## src/rtl/conv_pkg.sv

```systemverilog
// Shared definitions for the convolution layer-memory responder.
// Holds the data/address widths, the csel bank encodings and the
// per-bank base/size lookup used by the decoder and the write counters.
package conv_pkg;

    localparam int DW    = 20;   // layer word width
    localparam int AW    = 12;   // engine-side address width
    localparam int SAW   = 14;   // SRAM address width
    localparam int CW    = 13;   // write counter width (holds 4096)
    localparam int NBANK = 5;

    localparam int L0_SIZE = 4096;
    localparam int L1_SIZE = 1024;
    localparam int L2_SIZE = 2048;

    localparam logic [2:0] CSEL_L0M0 = 3'b001;
    localparam logic [2:0] CSEL_L0M1 = 3'b010;
    localparam logic [2:0] CSEL_L1M0 = 3'b011;
    localparam logic [2:0] CSEL_L1M1 = 3'b100;
    localparam logic [2:0] CSEL_L2   = 3'b101;

    // Bank index 0..4 follows csel-1 ordering (L0_MEM0 first).
    function automatic logic [SAW-1:0] bank_base(input logic [2:0] idx);
        case (idx)
            3'd0:    bank_base = 14'd0;
            3'd1:    bank_base = 14'd4096;
            3'd2:    bank_base = 14'd8192;
            3'd3:    bank_base = 14'd9216;
            3'd4:    bank_base = 14'd10240;
            default: bank_base = 14'd0;
        endcase
    endfunction

    function automatic logic [CW-1:0] bank_size(input logic [2:0] idx);
        case (idx)
            3'd0, 3'd1: bank_size = CW'(L0_SIZE);
            3'd2, 3'd3: bank_size = CW'(L1_SIZE);
            3'd4:       bank_size = CW'(L2_SIZE);
            default:    bank_size = '0;
        endcase
    endfunction

endpackage

```

## src/rtl/conv_bank_decode.sv

```systemverilog
// Combinational bank decoder.
// Ports:
//   csel      - bank select from the engine
//   addr      - word address within the selected bank
//   legal     - csel names one of the five banks
//   in_range  - legal and addr below the bank size
//   bank_idx  - 0..4 (0 when csel is illegal)
//   sram_addr - physical SRAM address (bank base + addr)
module conv_bank_decode
    import conv_pkg::*;
(
    input  logic [2:0]     csel,
    input  logic [AW-1:0]  addr,
    output logic           legal,
    output logic           in_range,
    output logic [2:0]     bank_idx,
    output logic [SAW-1:0] sram_addr
);

    always_comb begin
        legal     = (csel >= CSEL_L0M0) && (csel <= CSEL_L2);
        bank_idx  = legal ? (csel - 3'd1) : 3'd0;
        in_range  = legal && ({1'b0, addr} < bank_size(bank_idx));
        // Cannot overflow once in_range holds: largest sum is 12287.
        sram_addr = bank_base(bank_idx) + {{(SAW-AW){1'b0}}, addr};
    end

endmodule

```

## src/rtl/conv_layer_mem_resp.sv

```systemverilog
// Layer-memory responder: maps the engine's five logical banks onto one
// single-port SRAM with 1-cycle read latency.
// Pipeline: R (request register) -> S (SRAM access) -> D (read data capture).
// Ports:
//   clk, reset                 - clock, asynchronous active-high reset
//   cwr/caddr_wr/cdata_wr      - write request
//   crd/caddr_rd               - read request
//   csel                       - bank select shared by both ports
//   cdata_rd/cdata_rd_vld      - registered read data and its 1-cycle strobe
//   sram_*                     - external SRAM interface
//   clr_status                 - clears counters, bank_full and error flags
//   bank_full, err_*           - sticky status
module conv_layer_mem_resp
    import conv_pkg::*;
(
    input  logic             clk,
    input  logic             reset,
    input  logic             cwr,
    input  logic [AW-1:0]    caddr_wr,
    input  logic [DW-1:0]    cdata_wr,
    input  logic             crd,
    input  logic [AW-1:0]    caddr_rd,
    output logic [DW-1:0]    cdata_rd,
    output logic             cdata_rd_vld,
    input  logic [2:0]       csel,
    output logic             sram_ce,
    output logic             sram_we,
    output logic [SAW-1:0]   sram_addr,
    output logic [DW-1:0]    sram_wdata,
    input  logic [DW-1:0]    sram_rdata,
    input  logic             clr_status,
    output logic [NBANK-1:0] bank_full,
    output logic             err_coll,
    output logic             err_sel,
    output logic             err_range
);

    logic           wr_legal, wr_in_range, rd_legal, rd_in_range;
    logic [2:0]     wr_idx, rd_idx;
    logic [SAW-1:0] wr_saddr, rd_saddr;

    conv_bank_decode u_wr_dec (
        .csel      (csel),
        .addr      (caddr_wr),
        .legal     (wr_legal),
        .in_range  (wr_in_range),
        .bank_idx  (wr_idx),
        .sram_addr (wr_saddr)
    );

    conv_bank_decode u_rd_dec (
        .csel      (csel),
        .addr      (caddr_rd),
        .legal     (rd_legal),
        .in_range  (rd_in_range),
        .bank_idx  (rd_idx),
        .sram_addr (rd_saddr)
    );

    logic           any_req, eff_legal, eff_in_range, accept, wr_acc;
    logic [2:0]     eff_idx;
    logic           req_vld_q, req_vld_d, req_we_q, req_we_d;
    logic [SAW-1:0] req_addr_q, req_addr_d;
    logic [DW-1:0]  req_wdata_q, req_wdata_d;
    logic           rd_pend_q, rd_pend_d;
    logic [DW-1:0]  cdata_rd_q, cdata_rd_d;
    logic           rd_vld_q, rd_vld_d;
    logic           err_coll_q, err_coll_d, err_sel_q, err_sel_d;
    logic           err_range_q, err_range_d;

    always_comb begin
        // A simultaneous write takes the slot; the read is simply discarded.
        any_req      = cwr | crd;
        eff_legal    = cwr ? wr_legal    : rd_legal;
        eff_in_range = cwr ? wr_in_range : rd_in_range;
        eff_idx      = cwr ? wr_idx      : rd_idx;
        accept       = any_req & eff_legal & eff_in_range;
        wr_acc       = accept & cwr;

        req_vld_d    = accept;
        req_we_d     = cwr;
        req_addr_d   = cwr ? wr_saddr : rd_saddr;
        req_wdata_d  = cdata_wr;

        // A read in stage S this cycle has its SRAM data ready next cycle.
        rd_pend_d    = req_vld_q & ~req_we_q;
        rd_vld_d     = rd_pend_q;
        cdata_rd_d   = rd_pend_q ? sram_rdata : cdata_rd_q;

        // Clear dominates any flag raised in the same cycle.
        err_coll_d   = ~clr_status & (err_coll_q  | (cwr & crd));
        err_sel_d    = ~clr_status & (err_sel_q   | (any_req & ~eff_legal));
        err_range_d  = ~clr_status & (err_range_q | (any_req & eff_legal & ~eff_in_range));
    end

    always_ff @(posedge clk or posedge reset) begin
        if (reset) begin
            req_vld_q   <= 1'b0;
            req_we_q    <= 1'b0;
            req_addr_q  <= '0;
            req_wdata_q <= '0;
            rd_pend_q   <= 1'b0;
            rd_vld_q    <= 1'b0;
            cdata_rd_q  <= '0;
            err_coll_q  <= 1'b0;
            err_sel_q   <= 1'b0;
            err_range_q <= 1'b0;
        end else begin
            req_vld_q   <= req_vld_d;
            req_we_q    <= req_we_d;
            req_addr_q  <= req_addr_d;
            req_wdata_q <= req_wdata_d;
            rd_pend_q   <= rd_pend_d;
            rd_vld_q    <= rd_vld_d;
            cdata_rd_q  <= cdata_rd_d;
            err_coll_q  <= err_coll_d;
            err_sel_q   <= err_sel_d;
            err_range_q <= err_range_d;
        end
    end

    // Per-bank write counters, saturating at the bank size.
    for (genvar gi = 0; gi < NBANK; gi++) begin : g_cnt
        logic [CW-1:0] cnt_q, cnt_d;

        always_comb begin
            cnt_d = cnt_q;
            if (clr_status) begin
                cnt_d = '0;
            end else if (wr_acc && (eff_idx == 3'(gi)) && (cnt_q != bank_size(3'(gi)))) begin
                cnt_d = cnt_q + 1'b1;
            end
        end

        always_ff @(posedge clk or posedge reset) begin
            if (reset) begin
                cnt_q <= '0;
            end else begin
                cnt_q <= cnt_d;
            end
        end

        assign bank_full[gi] = (cnt_q == bank_size(3'(gi)));
    end

    assign sram_ce      = req_vld_q;
    assign sram_we      = req_we_q;
    assign sram_addr    = req_addr_q;
    assign sram_wdata   = req_wdata_q;
    assign cdata_rd     = cdata_rd_q;
    assign cdata_rd_vld = rd_vld_q;
    assign err_coll     = err_coll_q;
    assign err_sel      = err_sel_q;
    assign err_range    = err_range_q;

endmodule

```

## config.mk

```make
export PLATFORM = sky130hd
export DESIGN_NAME = conv_layer_mem_resp
export DESIGN_NICKNAME = d
export VERILOG_FILES = /design/src/rtl/conv_pkg.sv /design/src/rtl/conv_bank_decode.sv /design/src/rtl/conv_layer_mem_resp.sv
export SDC_FILE = /design/constraint.sdc
export NUM_CORES = 1
export LEC_CHECK = 0
export ABC_AREA = 1
export CAP_MARGIN = 10
export CORE_ASPECT_RATIO = 0.75
export CORE_MARGIN = 2
export CORE_UTILIZATION = 30
export CTS_BUF_LIST = sky130_fd_sc_hd__clkbuf_4 sky130_fd_sc_hd__clkbuf_8
export CTS_CLUSTER_DIAMETER = 150
export DETAILED_ROUTE_END_ITERATION = 16
export PLACE_DENSITY = 0.49
export SETUP_SLACK_MARGIN = 0.5
export SLEW_MARGIN = 30
export SYNTH_ARGS = -nofsm -noshare
export SYNTH_HDL_FRONTEND = slang
export SYNTH_SLANG_ARGS = --single-unit
export TNS_END_PERCENT = 10
```

## constraint.sdc

```tcl
create_clock -name clk -period 6.9 [get_ports clk]
set_input_delay 1.035 -clock clk [delete_from_list [all_inputs] [get_ports clk]]
set_output_delay 1.035 -clock clk [all_outputs]
set_load 0.05 [all_outputs]
```

==> flow_metrics.env, run 1 <==
export IMPL_outcome="completed"
export IMPL_drc_errors=0
export IMPL_wirelength_um=16200
export IMPL_synthTopCellsByArea="dfrtp_1, nand2_1, nor2_1, nand3_1, inv_1"
export IMPL_num_io_pins=137
export IMPL_place_ws_ps=2840
export IMPL_leakagePower_nw=3.92
export IMPL_power_total_mw=2.08
export IMPL_synth_edf_count=0
export IMPL_ant_nets=0
export IMPL_syn_avg_cell_area_um2=8.18
export IMPL_grt_pass1_vias=5453
export IMPL_io_buffers=136
export IMPL_core_um2=21900
export IMPL_track_usage_pct=14.8
export IMPL_avgViaCountPerCell=4.46
export IMPL_fin_crit_ps=3600
export IMPL_routabilityCongestion=0.802
export IMPL_timing_slew_headroom_pct=42.0
export IMPL_cts_root_buf="clkbuf_8"
export IMPL_drive_above_1_share_pct=8.82
export IMPL_cts_tree="done"
export IMPL_netlist_top_cells_count="nand2_1, dfrtp_1, nor2_1"
export IMPL_synthesis_area_um2=6640
export IMPL_grt_start_max_net_pins=67
export IMPL_die_height_um=133
export IMPL_cpMaxStageDelayCell="clkdlybuf4s50_1"
export IMPL_initial_core_util_pct=30.4
export IMPL_p_int_mw=1.38
export IMPL_setup_worst_path_class="reg -> out"
export IMPL_grt_pass1_wl_um=27900
export IMPL_rows=47
export IMPL_area_delta_synth_final_pct=30.3
export IMPL_final_nets=1029
export IMPL_grt_overflow_total=0
export IMPL_ys_seq_elements=126
export IMPL_p_seq_share_pct=40.7
export IMPL_fin_ws_ps=3300
export IMPL_comb_power_share_pct=26.5
export IMPL_end_kind="output port"
export IMPL_die_w_um=176
export IMPL_ys_types=40
export IMPL_synthCells=812
export IMPL_first_pass_iters=4
export IMPL_async_reset_ff_share_pct=100
export IMPL_clock_latency_ps=440
export IMPL_htreeDepth=4
export IMPL_yosys_area_top_type="dfrtp_1"
export IMPL_utilization_pct=39.6
export IMPL_fin_skew_ps=11.6
export IMPL_diodes=0
export IMPL_final_setup_viol_count=0
export IMPL_finalNonFillerCells=1246
export IMPL_max_stage_delay_ps=910
export IMPL_worstSetupStartpointType="register"
export IMPL_syn_num_nets=901
export IMPL_period_share_pct=52.2
export IMPL_fin_tns_setup_ps=0
export IMPL_antenna_found_initial=0
export IMPL_cts_buffers=17
export IMPL_vdd_drop_max_v=0.000100
export IMPL_fmax_mhz=278
export IMPL_required_ps=5860
export IMPL_powerDensity_nw_per_um2=241
export IMPL_post_cts_setup_buffers=0
export IMPL_wl_per_cell_um=13.0
export IMPL_first_iter_violations=245
export IMPL_yosysSeqAreaShare_pct=47.5
export IMPL_slew_viol_final=0
export IMPL_worstMarginPinSlew_ps=870
export IMPL_ctsResizeCount=0
export IMPL_die_area_um2=23400
export IMPL_cts_sinks=126
export IMPL_hold_path_class="reg -> reg"
export IMPL_place_inst=1215
export IMPL_power_switching_mw=0.707
export IMPL_cts_reportedPaths_clkPinSlew_ps=90
export IMPL_path_cells="inv_1 -> ha_1 -> nand3_1 -> nor3_1 -> clkdlybuf4s50_1"
export IMPL_switching_share_pct=34.0
export IMPL_yosys_warnings=0
export IMPL_cts_hold_repair_buffers=0
export IMPL_final_hold_violation_count=0
export IMPL_yosysMostFrequentCell="nand2_1"
export IMPL_vias=5552
export IMPL_worstPathArrival_ps=2570
export IMPL_hpwl_um=11200
export IMPL_synth_top_area_share_pct=47.5
export IMPL_cts_buffer_depth=2
export IMPL_synth_flop_cell="dfrtp_1"
export IMPL_grt_setup_unrepaired="no"
export IMPL_clkPwrFrac_pct=32.8
export IMPL_cap_violations=0
export IMPL_worstPathMaxFanout=6
==> state kept, by name, indices dropped and copies added (netlist names) <==
register and flops:
err_sel 1, err_coll 1, cdata_rd_vld 1, rd_pend_q 1, sram_we 1, sram_addr 14, cdata_rd 20, sram_wdata 20
sram_ce 1, err_range 1, g_cnt.cnt_q 65
==> layout by cell type, fill, tap and decap left out, types with 2 or more instances in the layout <==
| cell | count |
|---|---|
| nand2_1 | 226 |
| clkdlybuf4s50_1 | 135 |
| dfrtp_1 | 126 |
| nor2_1 | 107 |
| nand3_1 | 80 |
| inv_1 | 63 |
| xor2_1 | 24 |
| nor3_1 | 21 |
| mux2_2 | 20 |
| nand4_1 | 18 |
| clkbuf_8 | 18 |
| ha_1 | 16 |
| xnor2_1 | 10 |
| a21oi_1 | 10 |
| nor4_1 | 9 |
| o21ai_0 | 9 |
| nand2_2 | 7 |
| nand3_2 | 6 |
| nor3b_1 | 4 |
| clkinv_4 | 4 |
| buf_4 | 4 |
| inv_2 | 3 |
| nand3b_1 | 3 |
| inv_6 | 3 |
| clkinv_2 | 3 |
| bufinv_16 | 3 |
| or2_2 | 2 |
| a31oi_1 | 2 |
==> final cells by class <==
cell class | instances | area, µm²
Inverter | 67 | 256
Sequential cell | 126 | 3150
Timing Repair Buffer | 140 | 1390
Tap cell | 294 | 368
Multi-Input combinational cell | 588 | 3080
Clock buffer | 18 | 248
Clock inverter | 13 | 165
Fill cell | 2265 | 13200
==> final timing paths <==
check / slack, ps / end / depth (start not counted) / from
worst max-delay path: 3300 / bank_full[4] / 5 / g_cnt[4].cnt_q[0]
worst min-delay path: 450 / rd_pend_q / 1 / sram_we
worst max register to register: 4740 / g_cnt[4].cnt_q[8] / 9 / g_cnt[4].cnt_q[0]
worst min register to register: 450 / rd_pend_q / 1 / sram_we
max in group asynchronous: 4640 / g_cnt[1].cnt_q[0] / 3 / reset
min in group asynchronous: 1050 / cdata_rd[14] / 2 / reset
==> worst max-delay path, delay by kind of cell, from the launching register on <==
| kind | cells | cell delay [ps] |
|---|---|---|
| adder cells (fa/ha/maj) | 1 | 140 |
| flip-flops | 1 | 440 |
| AND/OR/NAND/NOR | 2 | 560 |
| buffers and inverters | 2 | 990 |
==> metrics by stage <==
stage / instance area [µm²] / hold slack (ps)
after floorplan: 6640 / 370
after global placement: 8240 / 413
after detailed placement: 8240 / 436
after CTS: 8650 / 451
after global routing: 8650 / 487
final: 8650 / 447
==> routing by layer <==
| metal | routed length, µm | vias to the layer above | GRT usage (%) | part of all wire, % |
|---|---|---|---|---|
| li1 | - | 2871 | - | - |
| met1 | 8320 | 2576 | 20.8 | 51 |
| met2 | 7030 | 99 | 22.7 | 43 |
| met3 | 733 | 6 | 4.11 | 4.5 |
| met4 | 101 | 0 | 3.67 | 0.62 |
| met5 | 0 | - | 0 | 0 |
==> kinds of logic after synthesis <==
family | synth area share [%]
xor gates and xnor gates | 4.73
DFF | 47.5
adders and majority gates | 3.32
AOI/OAI and AO/OA | 2.39
muxes | 3.39
and+or+nand+nor | 32.5
buffers and inverters | 6.23
==> power by group through the flow <==
stage                     logic (mW)  clock network [mW]  registers, mW
after floorplan                0.143                   0           1.07
after global placement         0.558                   0          0.863
after detailed placement       0.558                   0          0.863
after CTS                      0.560               0.707          0.849
after global routing           0.586               0.745          0.858
final                          0.551               0.683          0.848
Note: power is estimated with default switching activity, not from simulation.
==> inputs of run 2 (changes only) <==
Clock period 6.9 ns to 3.37 ns, I/O delays scaled along.
==> flow_metrics.env, run 2 (same netlist as run 1, synthesis figures left out) <==
export IMPL_outcome="completed"
export IMPL_worst_hold_slack_ps=431
export IMPL_cap_violations=0
export IMPL_diodes=0
export IMPL_cts_sinks=126
export IMPL_drc_errors=0
export IMPL_hp_start="sram_we"
export IMPL_period_share_pct=86.2
export IMPL_finalInstanceArea_um2=8730
export IMPL_ant_nets=0
export IMPL_startpoint="g_cnt[1].cnt_q[0]"
export IMPL_worstSetupStartpointType="register"
export IMPL_first_iter_violations=301
export IMPL_routabilityCongestion=0.795
export IMPL_dpl_instance_area_um2=8310
export IMPL_cts_buffer_depth=2
export IMPL_final_common_cell="nand2_1"
export IMPL_setup_worst_path_class="reg -> out"
export IMPL_power_total_mw=4.29
export IMPL_hold_path_class="reg -> reg"
export IMPL_worstMarginPinSlew_ps=854
export IMPL_fmax_mhz=344
export IMPL_grt_setup_unrepaired="yes"
export IMPL_io_buffers=136
export IMPL_die_w_um=176
export IMPL_first_pass_iters=6
export IMPL_die_height_um=133
export IMPL_grt_pass1_vias=5274
export IMPL_core_um2=21900
export IMPL_place_inst=1223
export IMPL_place_ws_ps=197
export IMPL_cts_tree="done"
export IMPL_timing_slew_headroom_pct=43.1
export IMPL_clock_latency_ps=440
export IMPL_wl_per_cell_um=13.0
export IMPL_rows=47
export IMPL_avgViaCountPerCell=4.42
export IMPL_track_usage_pct=14.7
export IMPL_mostFrequentLayoutCells="nand2_1, clkdlybuf4s50_1, dfrtp_1"
export IMPL_cts_hold_repair_buffers=0
export IMPL_final_setup_viol_count=0
export IMPL_vias=5542
export IMPL_die_area_um2=23400
export IMPL_leakagePower_nw=3.98
export IMPL_r2r_start="g_cnt[1].cnt_q[0]"
export IMPL_antenna_found_initial=0
export IMPL_grt_pass1_wl_um=27500
export IMPL_area_delta_synth_final_pct=31.4
export IMPL_grt_start_max_net_pins=91
export IMPL_fin_crit_ps=2910
export IMPL_utilization_pct=39.9
export IMPL_num_io_pins=137
export IMPL_cts_reportedPaths_clkPinSlew_ps=80
export IMPL_grt_overflow_total=0
export IMPL_fin_ws_ps=464
export IMPL_hpwl_um=11400
export IMPL_worstPathArrival_ps=2400
export IMPL_top_register="g_cnt.cnt_q"
export IMPL_finalNonFillerCells=1255
export IMPL_htreeDepth=4
export IMPL_drive_above_1_share_pct=9.68
export IMPL_largest_reg_flops=65
export IMPL_vdd_drop_max_v=0.000205
export IMPL_final_hold_violation_count=0
export IMPL_wirelength_um=16300
export IMPL_cts_root_buf="clkbuf_8"
export IMPL_fin_tns_setup_ps=0
export IMPL_fin_skew_ps=15.2
export IMPL_required_ps=2860
export IMPL_worstPathMaxFanout=4
export IMPL_initial_core_util_pct=30.4
export IMPL_powerDensity_nw_per_um2=492
export IMPL_final_nets=1037
export IMPL_cts_buffers=17
export IMPL_end_kind="output port"
export IMPL_slew_viol_final=0
==> run 2: per-layer routing <==
layer	vias up	GRT usage (%)	part of all wire [%]
met5	-	0	0
met4	0	4.64	0.89
met3	10	3.65	4.4
met2	95	22.0	44
met1	2550	20.9	51
li1	2887	-	-
==> run 2: final cells by class <==
type,instances,area (µm²)
well taps,294,368
fillers,2252,13100
clock buffers,18,248
clock inverters,14,169
flip-flops and latches,126,3150
repair buffers,148,1460
multi-input cells,588,3080
inverters,67,255
==> run 2: path summary, 6_finish.rpt <==
check / cells past startpoint / slack (ps) / to
max in group asynchronous: 3 / 2410 / g_cnt[1].cnt_q[10]
max: 5 / 460 / bank_full[1]
min reg2reg: 1 / 430 / rd_pend_q
min in group asynchronous: 3 / 560 / sram_wdata[19]
min: 1 / 430 / rd_pend_q
max reg2reg: 7 / 1330 / g_cnt[1].cnt_q[10]
==> run 2: power breakdown <==
group,leakage (nW),switching (mW),total (mW),internal [mW]
Clock,0.210,0.708,1.41,0.706
Combinational,2.14,0.721,1.14,0.418
Sequential,1.63,0.0856,1.74,1.65
==> run 2: timing repair <==
item                       4_1_cts  5_1_grt
setup endpoints to repair        5       15
buffers inserted                 0        0
resized for setup                1        1
==> run 2: critical path, cell delays in order, from the launching register on <==
cell and delay (ps):
dfrtp_1 420, inv_1 110, ha_1 180, nand3_1 80
nor4_1 300, clkdlybuf4s50_1 880
==> inputs of run 3 (changes only) <==
Settings changed: SLEW_MARGIN 30 to 10.
==> results of run 3 <==
No change in the layout: final DEF, timing and power equal those of run 2.
